File: src/rtl/top_v_pkg.sv
// Shared constants and types for the registered population counter.
package top_v_pkg;

  localparam int unsigned DATA_W_DEF = 8;
  localparam int unsigned CNT_W_DEF  = 4;

  typedef logic [DATA_W_DEF-1:0] data_t;
  typedef logic [CNT_W_DEF-1:0]  cnt_t;

endpackage

File: src/rtl/top_v_popcount.sv
// Combinational population count of a DATA_W-bit word into a CNT_W-bit result.
module popcount
  import top_v_pkg::*;
#(
  parameter int unsigned DATA_W = DATA_W_DEF,
  parameter int unsigned CNT_W  = CNT_W_DEF
) (
  input  logic [DATA_W-1:0] a,
  output logic [CNT_W-1:0]  cnt
);

  always_comb begin
    cnt = '0;
    for (int unsigned i = 0; i < DATA_W; i++) begin
      cnt = cnt + CNT_W'(a[i]);
    end
  end

endmodule

File: src/rtl/top_v.sv
// Registered population counter; define TOP_V_PARITY_EN to add the
// registered parity output that captures alongside q.
module top_v
  import top_v_pkg::*;
#(
  parameter int unsigned DATA_W = DATA_W_DEF,
  parameter int unsigned CNT_W  = CNT_W_DEF
) (
  input  logic              clk,
  input  logic              rst,
  input  logic              load,
  input  logic [DATA_W-1:0] a,
`ifdef TOP_V_PARITY_EN
  output logic              parity,
`endif
  output logic [CNT_W-1:0]  q
);

  logic [CNT_W-1:0] cnt;

  popcount #(
    .DATA_W (DATA_W),
    .CNT_W  (CNT_W)
  ) u_popcount (
    .a   (a),
    .cnt (cnt)
  );

  always_ff @(posedge clk or posedge rst) begin
    if (rst) begin
      q <= '0;
    end else if (load) begin
      q <= cnt;
    end
  end

`ifdef TOP_V_PARITY_EN
  always_ff @(posedge clk or posedge rst) begin
    if (rst) begin
      parity <= 1'b0;
    end else if (load) begin
      parity <= ^a;
    end
  end
`endif

endmodule

File: config.mk
export PLATFORM = sky130hd
export DESIGN_NAME = top_v
export DESIGN_NICKNAME = d
export VERILOG_FILES = /design/src/rtl/top_v_pkg.sv /design/src/rtl/top_v_popcount.sv /design/src/rtl/top_v.sv
export SDC_FILE = /design/constraint.sdc
export NUM_CORES = 1
export LEC_CHECK = 0
export ABC_AREA = 1
export BUFFER_PORTS_ARGS = -buffer_cell sky130_fd_sc_hd__clkbuf_2
export CORE_AREA = 2 2 39 41
export DETAILED_ROUTE_END_ITERATION = 16
export DIE_AREA = 0 0 41 43
export GPL_TIMING_DRIVEN = 0
export HOLD_SLACK_MARGIN = 0.12
export PLACE_DENSITY = 0.52
export SLEW_MARGIN = 15
export SYNTH_ARGS = -nofsm -noshare
export SYNTH_HDL_FRONTEND = slang
export SYNTH_SLANG_ARGS = --single-unit
File: constraint.sdc
create_clock -name clk -period 0.8 [get_ports clk]
set_input_delay 0.12 -clock clk [delete_from_list [all_inputs] [get_ports clk]]
set_output_delay 0.12 -clock clk [all_outputs]
set_load 0.005 [all_outputs]
==> run summary, run 1 <==
Peak VDD IR: 0.484 mV
Largest net degree at the start of global routing: 7
Yosys top cell area share: 29.3%
Slew @ Worst Pin: 157 ps
Site Rows: 14
P&R area growth vs syn: 55.7%
CP Capture Type: flip-flop
HP Class: input pin to flip-flop
Period minus WS final: 2250 ps
HPWL Detailed: 469 um
1st-pass router iterations: 2
Antenna Violating Nets Remaining: 0
First-pass GRT wire length: 966 um
Hold depth: 3
Reg-to-Reg End: q[0]
Seq/Total Area, Yosys: 29.3%
Initial Util: 24.7%
Largest regs: q (4)
Chip Width: 41 um
Reg with most FFs: q
Power Density: 1770 nW/um^2
R2R cell count: 3
Dpl ws: -1760 ps
Buffers on Ports: 14
CP Max Fanout: 2
Initial antenna violation count: 0
Clk root buf: clkbuf_4
Synth top area cells: dfrtp_1, fa_1, inv_1
Vias: 305
Syn_area_per_cell: 7.94 um^2
Setup ws final: -1450 ps
WL/cell: 6.89 um
Netlist cell types: 8
Layout net count: 86
CTS tree: built
Max cap viols: 0
Hold endpoint: q[2]
DP Cell Count: 73
Int Power: 0.659 mW
DRC violations left: 0
Clock transition at the registers of the reported paths: 40 ps
Cell area after synthesis: 342 um^2
Leakage power: 0.329 nW
GP Congestion: 0.712
CTS H-tree depth: 1
Number of synthesized register bits: 4
Final total power: 0.942 mW
Ys Warns: 0
Switching power share of the total: 30.1%
Max FFs per register: 4
Post-Syn Nets: 61
Worst setup SP type: input pin
Total net switching power: 0.283 mW
Clk Latency, worst-skew pair: 240 ps
Core outline area: 1380 um^2
Initial drt markers: 2
Final Skew: 0 ps
Fmax achieved: 444 MHz
Clock sink count: 4
Clock power share: 26.8%
Grt ovf: 0
TritonCTS buffer count: 3
CP Data Required Time: 920 ps
Reg-to-reg startpoint: q[0]
Failing checks: setup timing
Fin Setup TNS: -5270 ps
Area leader, netlist: dfrtp_1
Layout fillers: 140
Hold_sp: load
R2r setup slk: 90 ps
Endpoints failing setup: 8
Hold_ws: 163 ps
Critical Path AT: 2370 ps
Die ar.: 1760 um^2
Sequential share of power: 29.3%
# diodes: 0
Vias per inst: 3.72
Status: finished, violations left
Non-filler cells, final: 82
Top Ports: 15
CP Class: input pin to flip-flop
Hold Fails Final Rpt: 0
Crit share post-route: 282%
RSZ-0062 raised after global routing: yes
Share of cells above drive strength 1: 40.9%
CTS max path bufs: 2
Slew HR: 89.5%
Post-Route WL: 565 um
Combinational Power Share: 43.9%
Cells after Synth: 43
Slew Viols, Final: 0
Die Y: 43 um
Number of global-route vias before repair: 260
Gr usage total: 8.48%
## cell usage in the layout (no fill, tap or decap)
cell type / Yosys / routed
dlygate4sd3_1: 0 / 1
ha_1: 3 / 2
o21ai_1: 2 / 2
nand2_1: 12 / 12
buf_4: 0 / 5
fa_2: 0 / 2
inv_2: 1 / 2
clkbuf_2: 0 / 12
inv_1: 16 / 15
dfrtp_1: 4 / 4
fa_1: 4 / 2
buf_6: 0 / 2
nand3_1: 1 / 1
ha_4: 0 / 1
clkbuf_4: 0 / 3
## metrics by stage
step	utilization [%]	cell area, um^2
after floorplan	-	357
after global placement	32.3	447
after detailed placement	32.3	447
after CTS	37.0	512
after global routing	38.4	532
final	38.4	532
## area by class of cell
type / count / area (um^2) / share of cell area, %
sequential: 4 / 100 / 18.8
clock buffer: 3 / 22.5 / 4.24
tap: 16 / 20.0 / 3.76
timing repair buffer: 20 / 130 / 24.5
multi-input combinational: 22 / 195 / 36.7
inverter: 17 / 63.8 / 12.0
## layer usage
layer | vias to the layer above | wire length (um) | global-route usage, %
met4 | 0 | 0 | 10.0
met3 | 0 | 49 | 1.57
li1 | 165 | - | -
met5 | - | 0 | 0
met2 | 10 | 274 | 10.6
met1 | 130 | 240 | 10.5
## power by group through the flow
| stage | logic [mW] | registers [mW] | clock network (mW) |
|---|---|---|---|
| after floorplan | 0.199 | 0.286 | 0 |
| after global placement | 0.315 | 0.283 | 0 |
| after detailed placement | 0.315 | 0.284 | 0 |
| after CTS | 0.401 | 0.278 | 0.267 |
| after global routing | 0.484 | 0.286 | 0.275 |
| final | 0.414 | 0.276 | 0.252 |
## worst max-delay path, stage by stage
cell	delay [ps]
buf_6	90
ha_4	250
inv_2	30
fa_1	490
fa_1	430
fa_2	370
fa_2	350
inv_1	60
nand2_1	50
nand3_1	80
nand2_1	50
## worst max-delay path by stage
stage               start    to  slack (ps)
floorplan            a[1]  q[2]       -1540
global placement     a[0]  q[2]       -1740
detailed placement   a[1]  q[2]       -1760
CTS                  a[1]  q[2]       -1460
global route         a[1]  q[2]       -1560
finish               a[1]  q[2]       -1450
## cells by family after synthesis
| kind of cell | Yosys count | synth area share [%] |
|---|---|---|
| buffers and inverters | 17 | 18.7 |
| AND/OR/NAND/NOR | 13 | 14.6 |
| adder cells (fa/ha/maj) | 7 | 34.4 |
| flip-flops | 4 | 29.3 |
| AO/OA/AOI/OAI | 2 | 2.93 |
## cell usage after synthesis, drive strengths merged
library cell and n:
dfrtp 4, inv 17, nand3 1, nand2 12, ha 3, o21ai 2, fa 4
## timing repair
action,4_1_cts,5_1_grt
setup buffers,4,1
setup endpoints to repair,8,8
resized for setup,1,3
endpoints found under the hold margin,4,0
pin swaps,0,3
hold buffers,1,0
No activity file was read; power rests on OpenSTA's default activity.
==> run 2, diff against run 1 <==
--- a/config.mk
+++ b/config.mk
@@ -7,12 +7,14 @@
 export LEC_CHECK = 0
 export ABC_AREA = 1
 export BUFFER_PORTS_ARGS = -buffer_cell sky130_fd_sc_hd__clkbuf_2
+export CELL_PAD_IN_SITES_DETAIL_PLACEMENT = 0
+export CELL_PAD_IN_SITES_GLOBAL_PLACEMENT = 1
 export CORE_AREA = 2 2 39 41
 export DETAILED_ROUTE_END_ITERATION = 16
 export DIE_AREA = 0 0 41 43
 export GPL_TIMING_DRIVEN = 0
 export HOLD_SLACK_MARGIN = 0.12
-export PLACE_DENSITY = 0.52
+export PLACE_DENSITY = 0.67
 export SLEW_MARGIN = 15
 export SYNTH_ARGS = -nofsm -noshare
 export SYNTH_HDL_FRONTEND = slang
==> run 2 against run 1 <==
The flow still finishes with violations (setup timing). Clock skew is the same. Clock power is 5% lower. Cell area grew 3.5%. Flip-flop and latch count unchanged. Critical endpoint is now q[1]. Largest cell class unchanged.
==> run summary, run 2 (synthesized netlist as in run 1, its figures left out) <==
Failing checks: setup timing
Endpoints failing setup: 8
R2R cell count: 3
CP max-delay cell: fa_2
Gr usage total: 9.78%
R2r setup slk: 70 ps
Final Skew: 0 ps
Initial drt markers: 2
Site Rows: 14
Crit share post-route: 280%
Status: finished, violations left
Clock sink count: 4
P&R area growth vs syn: 61.2%
# diodes: 0
Layout fillers: 143
Register area: 100 um^2
Critical Path AT: 2360 ps
Hold_ws: 151 ps
Slew @ Worst Pin: 151 ps
Clk Latency, worst-skew pair: 230 ps
Die Y: 43 um
Top Ports: 15
Slew HR: 89.9%
Leakage power: 0.337 nW
Area of the multi-input gates: 206 um^2
Reg with most FFs: q
Slew Viols, Final: 0
WL/cell: 7.42 um
Max FFs per register: 4
Clk root buf: clkbuf_4
Period minus WS final: 2240 ps
1st-pass router iterations: 3
First-pass GRT wire length: 1140 um
HPWL Detailed: 508 um
Power Density: 1780 nW/um^2
Fmax achieved: 446 MHz
CP Max Fanout: 2
Reg-to-reg startpoint: q[1]
Largest net degree at the start of global routing: 7
Reg-to-Reg End: q[1]
Vias per inst: 3.75
RSZ-0062 raised after global routing: yes
Commonest non-fill, non-tap cell in the layout: inv_1
Slowest stage delay, CP: 540 ps
HP Class: input pin to flip-flop
Layout net count: 87
Hold_sp: load
Largest regs: q (4)
Max cap viols: 0
TritonCTS buffer count: 3
Hold endpoint: q[2]
Final total power: 0.980 mW
Setup ws final: -1440 ps
CP Capture Type: flip-flop
CTS max path bufs: 2
Worst setup SP type: input pin
CP Class: input pin to flip-flop
Buffers on Ports: 14
Hold Fails Final Rpt: 0
Clock transition at the registers of the reported paths: 30 ps
DRC violations left: 0
Chip Width: 41 um
Core outline area: 1380 um^2
Initial antenna violation count: 0
Vias: 311
Commonest non-fill, non-tap cells in the layout: inv_1, clkbuf_2, nand2_1
Die ar.: 1760 um^2
Grt ovf: 0
Antenna Violating Nets Remaining: 0
CTS H-tree depth: 1
GP Congestion: 0.716
Initial Util: 24.7%
Post-Route WL: 616 um
Share of cells above drive strength 1: 47.8%
CP Data Required Time: 920 ps
CTS tree: built
Peak VDD IR: 0.359 mV
Number of global-route vias before repair: 309
Hold depth: 3
CP cell instances: buf_6 > ha_4 > inv_2 > fa_1 > fa_1 > fa_2 > fa_2 > o21ai_2
-- run 2: critical path: cells and delay by family --
family | cells | cell delay [ps]
compound gates | 1 | 50
buf+inv | 2 | 120
fa+ha+maj | 5 | 2080
-- run 2: worst max-delay path by stage --
stage / startpoint / to / slack, ps / cells past startpoint
2_1_floorplan: a[1] / q[2] / -1540 / 10
3_3_place_gp: a[0] / q[2] / -1740 / 11
3_5_place_dp: a[1] / q[2] / -1750 / 11
4_1_cts: a[1] / q[1] / -1460 / 8
5_1_grt: a[1] / q[2] / -1500 / 11
6_report: a[1] / q[1] / -1440 / 8
-- run 2: final cells by class --
class	instances	area share, %
repair buffers	21	25.0
flip-flops and latches	4	18.2
inverters	17	11.6
well taps	16	3.64
multi-input cells	22	37.5
clock buffers	3	4.09
-- run 2: report_power, final --
part / internal [mW] / switching [mW] / leakage (nW)
logic: 0.263 / 0.198 / 0.273
registers: 0.254 / 0.0249 / 0.0502
clock network: 0.167 / 0.0722 / 0.0138
total: 0.684 / 0.296 / 0.337
-- run 2: metrics by stage --
step | TNS (ps) | utilization (%) | setup WS [ps] | cell area [um^2] | instances
final | -5330 | 39.8 | -1440 | 551 | 83
after global routing | -5770 | 39.8 | -1500 | 551 | 83
after CTS | -5290 | 37.5 | -1460 | 519 | 82
after detailed placement | -6060 | 32.3 | -1750 | 447 | 73
after global placement | -6050 | 32.3 | -1740 | 447 | 73
after floorplan | -5350 | - | -1540 | 357 | 43
-- run 2: what timing repair did --
item                       4_1_cts  5_1_grt
hold endpoints to repair         4        0
hold buffers                     1        0
pin swaps                        1        3
setup endpoints to repair        8        8
buffers inserted                 5        1
gates resized for setup          1        8
-- run 2: metal layers --
layer,vias up,share of wire (%),track usage [%]
li1,167,-,-
met3,0,6.0,0
met4,0,0,10.0
met2,10,55,14.4
met1,134,38,11.7
met5,-,0,0
